$ cat src/rtl/ifetch_pkg.sv
// ifetch_pkg: shared types and constants for the Wishbone instruction fetcher.
//   ifetch_state_e  - fetch FSM encoding (IDLE / REQ / DROP)
//   fetch_entry_t   - one instruction buffer entry {instr, pc}
//   WB_SEL_ALL      - byte selects for full-word reads
//   TIMEOUT_LIMIT   - watchdog limit in bus-wait cycles (IFETCH_TIMEOUT_EN builds)
package ifetch_pkg;

    typedef enum logic [1:0] {
        ST_IDLE = 2'd0,
        ST_REQ  = 2'd1,
        ST_DROP = 2'd2
    } ifetch_state_e;

    typedef struct packed {
        logic [31:0] instr;
        logic [31:0] pc;
    } fetch_entry_t;

    localparam logic [3:0] WB_SEL_ALL    = 4'hF;
    localparam logic [7:0] TIMEOUT_LIMIT = 8'd255;

endpackage

$ cat src/rtl/ifetch_fifo.sv
// ifetch_fifo: small circular instruction buffer.
//   clk_i, rst_ni       - clock, async active-low reset
//   push_i / data_i     - write an entry (ignored when full)
//   pop_i               - drop the head entry (ignored when empty)
//   flush_i             - empty the buffer; overrides push and pop
//   data_o              - head entry (combinational)
//   count_o             - current occupancy
module ifetch_fifo #(
    parameter int DEPTH = 2,
    parameter int WIDTH = 64
) (
    input  logic                         clk_i,
    input  logic                         rst_ni,
    input  logic                         push_i,
    input  logic [WIDTH-1:0]             data_i,
    input  logic                         pop_i,
    input  logic                         flush_i,
    output logic [WIDTH-1:0]             data_o,
    output logic [$clog2(DEPTH+1)-1:0]   count_o
);
    localparam int PTR_W = $clog2(DEPTH);
    localparam int CNT_W = $clog2(DEPTH+1);

    logic [WIDTH-1:0] mem_q [DEPTH];
    logic [PTR_W-1:0] rd_q, wr_q;
    logic [CNT_W-1:0] count_q;
    logic             do_push, do_pop;

    assign do_push = push_i && !flush_i && (count_q != CNT_W'(DEPTH));
    assign do_pop  = pop_i  && !flush_i && (count_q != '0);

    // DEPTH is a power of two, so the pointers wrap naturally.
    always_ff @(posedge clk_i or negedge rst_ni) begin
        if (!rst_ni) begin
            rd_q    <= '0;
            wr_q    <= '0;
            count_q <= '0;
        end else if (flush_i) begin
            rd_q    <= '0;
            wr_q    <= '0;
            count_q <= '0;
        end else begin
            if (do_push) wr_q <= wr_q + PTR_W'(1);
            if (do_pop)  rd_q <= rd_q + PTR_W'(1);
            count_q <= count_q + CNT_W'(do_push) - CNT_W'(do_pop);
        end
    end

    always_ff @(posedge clk_i) begin
        if (do_push) mem_q[wr_q] <= data_i;
    end

    assign data_o  = mem_q[rd_q];
    assign count_o = count_q;

endmodule

$ cat src/rtl/wishbone_ifetch.sv
// wishbone_ifetch: sequential instruction fetcher on a classic Wishbone read bus.
// Keeps one request in flight, buffers fetched words in ifetch_fifo and
// restarts at a new PC on redirect_i.
//   clk_i, rst_ni             - clock, async active-low reset
//   cyc_o, stb_o, sel_o, adr_o - Wishbone master request (word address)
//   dat_i, ack_i              - Wishbone read data / acknowledge
//   redirect_i, redirect_pc_i - flush and restart fetching at redirect_pc_i
//   instr_o, pc_o, valid_o    - buffer head towards the consumer
//   ready_i                   - consumer takes the head when valid_o & ready_i
//   err_o                     - sticky bus timeout flag
// Optional: define IFETCH_TIMEOUT_EN to enable the bus watchdog; otherwise
// err_o is tied low.
module wishbone_ifetch
    import ifetch_pkg::*;
#(
    parameter logic [31:0] RESET_PC   = 32'h0000_0000,
    parameter int          FIFO_DEPTH = 2,
    parameter int          ADDR_W     = 10
) (
    input  logic              clk_i,
    input  logic              rst_ni,
    output logic              cyc_o,
    output logic              stb_o,
    output logic [3:0]        sel_o,
    output logic [ADDR_W-1:0] adr_o,
    input  logic [31:0]       dat_i,
    input  logic              ack_i,
    input  logic              redirect_i,
    input  logic [31:0]       redirect_pc_i,
    output logic [31:0]       instr_o,
    output logic [31:0]       pc_o,
    output logic              valid_o,
    input  logic              ready_i,
    output logic              err_o
);
    localparam int CNT_W = $clog2(FIFO_DEPTH+1);

    ifetch_state_e     state_q, state_d;
    logic [31:0]       pc_q, pc_d;      // address of the outstanding / next fetch
    logic [ADDR_W-1:0] adr_q, adr_d;
    logic [CNT_W-1:0]  count;
    logic [CNT_W-1:0]  count_after_ack;
    logic [31:0]       redir_pc;
    logic              push, pop, room_now, room_after_ack, hold_bus;
    logic              halted, timeout;
    fetch_entry_t      wr_entry, head;

    assign redir_pc        = redirect_pc_i & ~32'h3;
    assign pop             = valid_o && ready_i;
    assign push            = (state_q == ST_REQ) && ack_i && !redirect_i;
    assign room_now        = count < CNT_W'(FIFO_DEPTH);
    // In REQ occupancy is below FIFO_DEPTH, so count+1 cannot overflow.
    assign count_after_ack = count + CNT_W'(1) - CNT_W'(pop);
    assign room_after_ack  = count_after_ack < CNT_W'(FIFO_DEPTH);
    // Address must not move while a request waits for its ack.
    assign hold_bus        = (state_q != ST_IDLE) && !ack_i;

`ifdef IFETCH_TIMEOUT_EN
    logic       err_q, err_d;
    logic [7:0] wd_q, wd_d;

    // wd_q counts wait cycles already spent; the 255th one trips.
    assign timeout = (state_q != ST_IDLE) && !ack_i && !redirect_i
                     && (wd_q == TIMEOUT_LIMIT - 8'd1);
    assign halted  = err_q;

    always_comb begin
        err_d = err_q;
        wd_d  = wd_q + 8'd1;
        if (redirect_i)                                    err_d = 1'b0;
        else if (timeout)                                  err_d = 1'b1;
        if (state_q == ST_IDLE || ack_i || redirect_i || timeout) wd_d = '0;
    end

    always_ff @(posedge clk_i or negedge rst_ni) begin
        if (!rst_ni) begin
            err_q <= 1'b0;
            wd_q  <= '0;
        end else begin
            err_q <= err_d;
            wd_q  <= wd_d;
        end
    end

    assign err_o = err_q;
`else
    assign timeout = 1'b0;
    assign halted  = 1'b0;
    assign err_o   = 1'b0;
`endif

    always_comb begin
        state_d = state_q;
        pc_d    = pc_q;
        unique case (state_q)
            ST_IDLE: begin
                if (redirect_i) begin
                    pc_d    = redir_pc;
                    state_d = ST_REQ;
                end else if (!halted && room_now) begin
                    state_d = ST_REQ;
                end
            end
            ST_REQ: begin
                if (redirect_i) begin
                    pc_d    = redir_pc;
                    state_d = ack_i ? ST_REQ : ST_DROP;
                end else if (ack_i) begin
                    pc_d    = pc_q + 32'd4;
                    state_d = room_after_ack ? ST_REQ : ST_IDLE;
                end
            end
            ST_DROP: begin
                if (redirect_i) begin
                    pc_d    = redir_pc;
                    state_d = ack_i ? ST_REQ : ST_DROP;
                end else if (ack_i) begin
                    state_d = room_now ? ST_REQ : ST_IDLE;
                end
            end
            default: state_d = ST_IDLE;
        endcase
        if (timeout) state_d = ST_IDLE;
        adr_d = hold_bus ? adr_q : pc_d[ADDR_W+1:2];
    end

    always_ff @(posedge clk_i or negedge rst_ni) begin
        if (!rst_ni) begin
            state_q <= ST_IDLE;
            pc_q    <= RESET_PC;
            adr_q   <= RESET_PC[ADDR_W+1:2];
        end else begin
            state_q <= state_d;
            pc_q    <= pc_d;
            adr_q   <= adr_d;
        end
    end

    assign wr_entry = '{instr: dat_i, pc: pc_q};

    ifetch_fifo #(
        .DEPTH (FIFO_DEPTH),
        .WIDTH ($bits(fetch_entry_t))
    ) u_fifo (
        .clk_i   (clk_i),
        .rst_ni  (rst_ni),
        .push_i  (push),
        .data_i  (wr_entry),
        .pop_i   (pop),
        .flush_i (redirect_i),
        .data_o  (head),
        .count_o (count)
    );

    assign cyc_o   = (state_q != ST_IDLE);
    assign stb_o   = (state_q != ST_IDLE);
    assign sel_o   = WB_SEL_ALL;
    assign adr_o   = adr_q;
    assign valid_o = (count != '0);
    assign instr_o = head.instr;
    assign pc_o    = head.pc;

endmodule

$ cat config.mk
export PLATFORM = sky130hd
export DESIGN_NAME = wishbone_ifetch
export DESIGN_NICKNAME = d
export VERILOG_FILES = /design/src/rtl/ifetch_pkg.sv /design/src/rtl/ifetch_fifo.sv /design/src/rtl/wishbone_ifetch.sv
export SDC_FILE = /design/constraint.sdc
export NUM_CORES = 1
export LEC_CHECK = 0
export CELL_PAD_IN_SITES_DETAIL_PLACEMENT = 0
export CELL_PAD_IN_SITES_GLOBAL_PLACEMENT = 1
export CORE_ASPECT_RATIO = 0.75
export CORE_MARGIN = 10
export CORE_UTILIZATION = 25
export CTS_BUF_LIST = sky130_fd_sc_hd__clkbuf_2 sky130_fd_sc_hd__clkbuf_4 sky130_fd_sc_hd__clkbuf_8
export DETAILED_ROUTE_END_ITERATION = 6
export GPL_TIMING_DRIVEN = 0
export PLACE_DENSITY_LB_ADDON = 0.1
export SLEW_MARGIN = 20
export SYNTH_ARGS = -nofsm -noshare
export SYNTH_HDL_FRONTEND = slang
export SYNTH_SLANG_ARGS = --single-unit
$ cat constraint.sdc
create_clock -name clk_i -period 4.05 [get_ports clk_i]
set_clock_uncertainty 0.1 [all_clocks]
set_input_delay 1.215 -clock clk_i [delete_from_list [all_inputs] [get_ports clk_i]]
set_output_delay 1.215 -clock clk_i [all_outputs]
set_load 0.01 [all_outputs]
Word-level counts from Yosys, hierarchy flattened
Memories as Yosys holds them, arrays and structs flattened.
Index checks and enable logic that the tools add are counted.
{ "totals": {"reg_bits": 48, "ram_bits": 128, "inputBits": 69, "output_inout_bits": 82, "elab_cells": 64, "n_memories": 1} }
{ "classes": {"add_sub_neg": 7, "n_lt_le_gt_ge": 2, "n_eq_ne": 7, "muxes": 21, "reduce_logical": 19} }
{ "mem_list": {"columns": ["memory", "depth", "word_bits", "rd", "rd_ports_with_merged_regs", "write_ports", "line_no", "source"], "rows": [
  ["u_fifo.mem_q", 2, 64, 1, 0, 1, "ifetch_fifo.sv:24", "logic [WIDTH-1:0] mem_q [DEPTH];"]
]} }
{ "ops": {"columns": ["cell", "n"], "rows": [
  ["2-to-1 mux 32 bit", 3],
  ["one-hot mux 32 bit (2 select lines)", 1],
  ["adder 32 x 3 -> 32 bit, second input constant", 1],
  ["2-to-1 mux 2 bit", 8],
  ["nonzero test 2 bit", 5],
  ["inequality test 3 bit, second input constant", 3],
  ["logical AND 1 bit", 8],
  ["2-to-1 mux 1 bit", 8],
  ["one-hot mux 2 bit (3 select lines)", 1],
  ["AND reduction 3 bit", 2],
  ["less-than comparator 2 bit, second input constant", 2],
  ["subtractor 2 x 1 -> 2 bit", 2],
  ["adder 1 bit, second input constant", 2],
  ["adder 2 x 1 -> 2 bit", 1],
  ["adder 2 x 1 -> 2 bit, second input constant", 1],
  ["== test 2 x 1 -> 1 bit, second input constant", 1],
  ["== test 2 bit, second input constant", 1],
  ["logical NOT 1 bit", 2],
  ["logical NOT 2 bit", 1],
  ["inequality test 2 x 1 -> 1 bit, second input constant", 1],
  ["inequality test 2 bit, second input constant", 1],
  ["OR reduction 2 bit", 1]
]} }

Depth between registers and ports, before layout
{ "logic_depth": {"depth_word": 8, "ltp_mapped": 9, "depth_no_buf": 9} }

By module
A second synthesis with hierarchy kept.
{ "unflattened": {"hier_cells": 519, "hier_area_um2": 7656.1} }
{ "by_module_without_submodules": {"columns": ["module", "n_inst", "cells_per_inst", "area_each_um2"], "rows": [
  ["ifetch_fifo", 1, 222, 5044.8],
  ["wishbone_ifetch", 1, 297, 2611.3]
]} }

Worst setup path after synthesis
Ideal clock, no wire load.
{ "synth_path": {"path_kind": "in2reg", "startpoint": "input redirect_i", "endpoint": "memory u_fifo.mem_q[0][10] (enable)", "arrival_time_ns": 4.641, "required_ns": 3.468, "setup_slack_ns": -1.174, "path_stages": 5, "n_path_buf": 1, "path_cell_list": "clkbuf_1 nand3b_1 nor2_1 o21ai_0 nor2_1"} }
{ "synth_between": {"elab_chain_len": 6} }
{ "synth_rtl": {"columns": ["item", "line_no", "source"], "rows": [
  ["from (decl)", "wishbone_ifetch.sv:28", "input logic redirect_i,"],
  ["logical NOT 1 bit (*)", "ifetch_fifo.sv:29, wishbone_ifetch.sv:50", null],
  ["logical AND 1 bit", "wishbone_ifetch.sv:50", "assign push = (state_q == ST_REQ) && ack_i && !redirect_i;"],
  ["logical AND 1 bit (*) (2 in a row)", "ifetch_fifo.sv:29", "assign do_push = push_i && !flush_i && (count_q != CNT_W'(DEPTH));"],
  ["2-to-1 mux 1 bit (*)", "ifetch_fifo.sv:50", "if (do_push) mem_q[wr_q] <= data_i;"],
  ["2-to-1 mux 1 bit (implied by the code) (*)", "ifetch_fifo.sv:50", null],
  ["to (decl)", "ifetch_fifo.sv:24", null]
]} }
Mark *: on every way between the ends. The rest lies on a longest branch, timed or not.

Worst setup path after layout
{ "layout_path": {"startpoint": "register u_fifo.rd_q", "endpoint": "output pc_o[12]"} }
{ "layout_between": {"elab_chain_len": 1} }
{ "layout_rtl": {"columns": ["item", "line_no", "source"], "rows": [
  ["from (decl)", "ifetch_fifo.sv:25", "logic [PTR_W-1:0] rd_q, wr_q;"],
  ["from (signal assigned)", "ifetch_fifo.sv:44", "if (do_pop) rd_q <= rd_q + PTR_W'(1);"],
  ["memory read (2 x 64 bit)", null, null],
  ["to (decl)", "wishbone_ifetch.sv:31", "output logic [31:0] pc_o,"]
]} }
Every way passes these cells.

==> results.json <==
{
  "nFillCells": 2918,
  "core_area_sq_um": 28920,
  "min-delay-start": "pc_q[5]$_DFF_PN0_",
  "wl_per_cell_microns": 19.44,
  "cp_data_required_time_ns": 2.73,
  "synthTopCellsByCount": "edfxtp_1 (124), mux2_2 (72), dfrtp_1 (46)",
  "grt_max_degree": 48,
  "min_path_type": "register to register",
  "p_total_mw": 4.924,
  "root_buffer": "clkbuf_8",
  "ant_nets": 0,
  "drc_errors": 0,
  "grt_pass1_wl_microns": 32590,
  "synth_ff_type": "edfxtp_1",
  "synth.most_common_cell": "edfxtp_1",
  "slew_headroom": 0.4935,
  "dr_total_vias": 4855,
  "clk_pin_slew_ns": 0.09,
  "final_util": 0.3347,
  "fmax_ghz": 0.2685,
  "netSwitchingFraction": 0.3192,
  "rsz0062_at_grt": "false",
  "htree_levels": 4,
  "crit_type": "register to output pin",
  "dr.first_iter.drc_count": 158,
  "synth_warnings": 0,
  "p_int_mw": 3.352,
  "reg2reg_slack_ns": 1.26,
  "crit_path_start_kind": "register",
  "power.switching_mw": 1.572,
  "tritoncts": "yes",
  "synth.area.top_cells": "edfxtp_1 (51%), dfrtp_1 (16%), mux2_2 (11%), o21ai_0 (1.9%), nand2_1 (1.6%)",
  "routed.top_layer": "met4",
  "p_leak_nw": 3.408,
  "whs_path_depth": 0,
  "reg2reg_depth": 6,
  "placed_area_sq_um": 9283,
  "period_share": 0.9197,
  "pre_cts_slack_ns": -0.4757,
  "synth_edf_count": 124,
  "insertion_delay_ns": 0.48,
  "netlist_area_sq_um": 7297,
  "worst_slew_pin_slew_ns": 0.7598,
  "ys_seq_elements": 170,
  "viasPerCell": 4.466,
  "path_cells": "buf_2 -> mux2_2 -> clkdlybuf4s50_1",
  "min_to": "u_fifo.mem_q[1][5]$_DFFE_PP_",
  "sequentialPowerShare": 0.480,
  "pwr-share-comb": 0.279,
  "track_usage": 0.1175,
  "min_period_ns": 3.725,
  "io_buffers": 140,
  "max_stage_delay_ns": 0.64,
  "synth_top_area_share": 0.5103,
  "initial_core_util": 0.2523,
  "met1_length_microns": 10230,
  "place.gp.congestion": 0.7600,
  "first_pass_iters": 5,
  "critPathMaxFanout": 10,
  "clock_power_share": 0.241,
  "drive_gt1_frac": 0.2129,
  "yosys.area.top_type": "edfxtp_1",
  "reg2reg_to": "u_fifo.mem_q[1][17]$_DFFE_PP_",
  "area_growth_pct": 32.63,
  "dr_wl_met3_microns": 1253,
  "finalSetupViolCount": 0,
  "vdd_drop_max_uv": 218.3,
  "fin_nets": 754,
  "worst_ep_arrival_time_ns": 2.41,
  "row_count": 54,
  "wirelength_microns": 21130,
  "async_flop_share": 0.2706,
  "grt_overflow": 0,
  "cts-buffers-inserted": 17,
  "die_area_sq_um": 36490,
  "slew_violations": 0,
  "power_density_nw_per_um2": 508.8,
  "clock_sinks": 170,
  "timing.hold.ws_ns": 0.3999,
  "status": "complete, no violations",
  "post-dp-hpwl_microns": 15010,
  "postSynthCellCount": 514,
  "die_h_microns": 168.0,
  "timing.max_cap.violations": 0,
  "hold_viol_final": 0,
  "yosysSeqAreaShare": 0.6680,
  "met2_length_microns": 9432,
  "grt_pass1_vias": 5179,
  "grt_antenna_before_repair": 0,
  "layout_setup_ws_ns": 0.3252,
  "cp_slowest_cell": "dfrtp_1",
  "synth.avg_cell_area_sq_um": 14.20,
  "antenna_cells": 0,
  "ios": 151,
  "final_area_sq_um": 9678,
  "synth.distinct_cells": 58,
  "crit_path_end_kind": "output pin",
  "reg2reg_from": "state_q[1]$_DFFE_PN0P_",
  "die_x_microns": 217.3,
  "cts_max_path_buffers": 2
}
worst max-delay path, delay by kind of cell, from the launching register on:
kind | cells | cell delay (ns)
buffers and inverters | 2 | 0.91
flip-flops | 1 | 0.64
multiplexers | 1 | 0.39
registers in the layout (all words and copies together) (netlist names):
name and flops:
adr_o 10, pc_q 30, state_q 2, u_fifo.count_o 2, u_fifo.mem_q 124, u_fifo.rd_q 1
u_fifo.wr_q 1
layer usage:
layer,vias up,track usage
li1,2294,-
met1,2407,0.1592
met2,143,0.1776
met3,11,0.03600
met4,0,0.03245
met5,-,0
how the worst max path moves through the flow:
stage / cells past startpoint / startpoint / end / slack [ns]
finish: 3 / u_fifo.rd_q$_DFFE_PN0P_ / pc_o[12] / 0.33
global route: 3 / u_fifo.rd_q$_DFFE_PN0P_ / pc_o[12] / 0.14
CTS: 3 / u_fifo.rd_q$_DFFE_PN0P_ / pc_o[18] / 0.01
detailed placement: 7 / ack_i / u_fifo.mem_q[0][15]$_DFFE_PP_ / -0.48
global placement: 6 / ack_i / u_fifo.mem_q[0][15]$_DFFE_PP_ / -1.33
floorplan: 5 / redirect_i / u_fifo.mem_q[0][10]$_DFFE_PP_ / 0.50
through the flow:
step | instances | TNS, ns
5_1_grt | 1087 | 0
4_1_cts | 1085 | 0
3_5_place_dp | 1054 | -46.75
3_3_place_gp | 1051 | -155.12
2_1_floorplan | 519 | 0
6_report | 1087 | 0
timing repair:
item / 4_1_cts / 5_1_grt
hold buffers: 0 / 0
pin swaps: 0 / 1
buffers inserted: 0 / 2
gates resized for setup: 3 / 5
setup endpoints to repair: 59 / 114
kinds of logic after synthesis:
group | share of synthesized area
compound gates | 0.07905
mux | 0.1111
buf+inv | 0.03344
flops | 0.6680
fa+ha+maj | 0.005145
other cells | 0.001029
simple gates | 0.09619
xor+xnor | 0.006002
cells in the final DEF, fill, tap and decap left out, drive strengths merged, types with 17 or more instances in the layout:
cell / synthesis / routed
a21oi: 21 / 21
o21ai: 27 / 27
mux2: 72 / 72
buf: 26 / 30
clkdlybuf4s50: 0 / 139
clkbuf: 8 / 26
dfrtp: 46 / 46
nand2: 31 / 31
nor2: 24 / 24
edfxtp: 124 / 124
nand3: 20 / 20
inv: 12 / 17
power groups by stage:
stage / logic [mW] / registers [mW] / clock network [mW]
finish: 1.37 / 2.36 / 1.19
global route: 1.51 / 2.41 / 1.30
CTS: 1.40 / 2.37 / 1.24
detailed placement: 1.40 / 2.39 / 0
global placement: 1.38 / 2.39 / 0
floorplan: 0.689 / 2.34 / 0
area by class of cell:
type | count | area [sq um] | area share
Multi-Input combinational cell | 303 | 2210 | 0.2283
Tap cell | 392 | 490.5 | 0.05068
Inverter | 12 | 45.04 | 0.004654
Buffer | 33 | 202.7 | 0.02094
Clock buffer | 17 | 234.0 | 0.02418
Sequential cell | 170 | 4875 | 0.5037
Timing Repair Buffer | 145 | 1481 | 0.1531
Clock inverter | 15 | 140.1 | 0.01448
(Power assumes the default switching activity.)
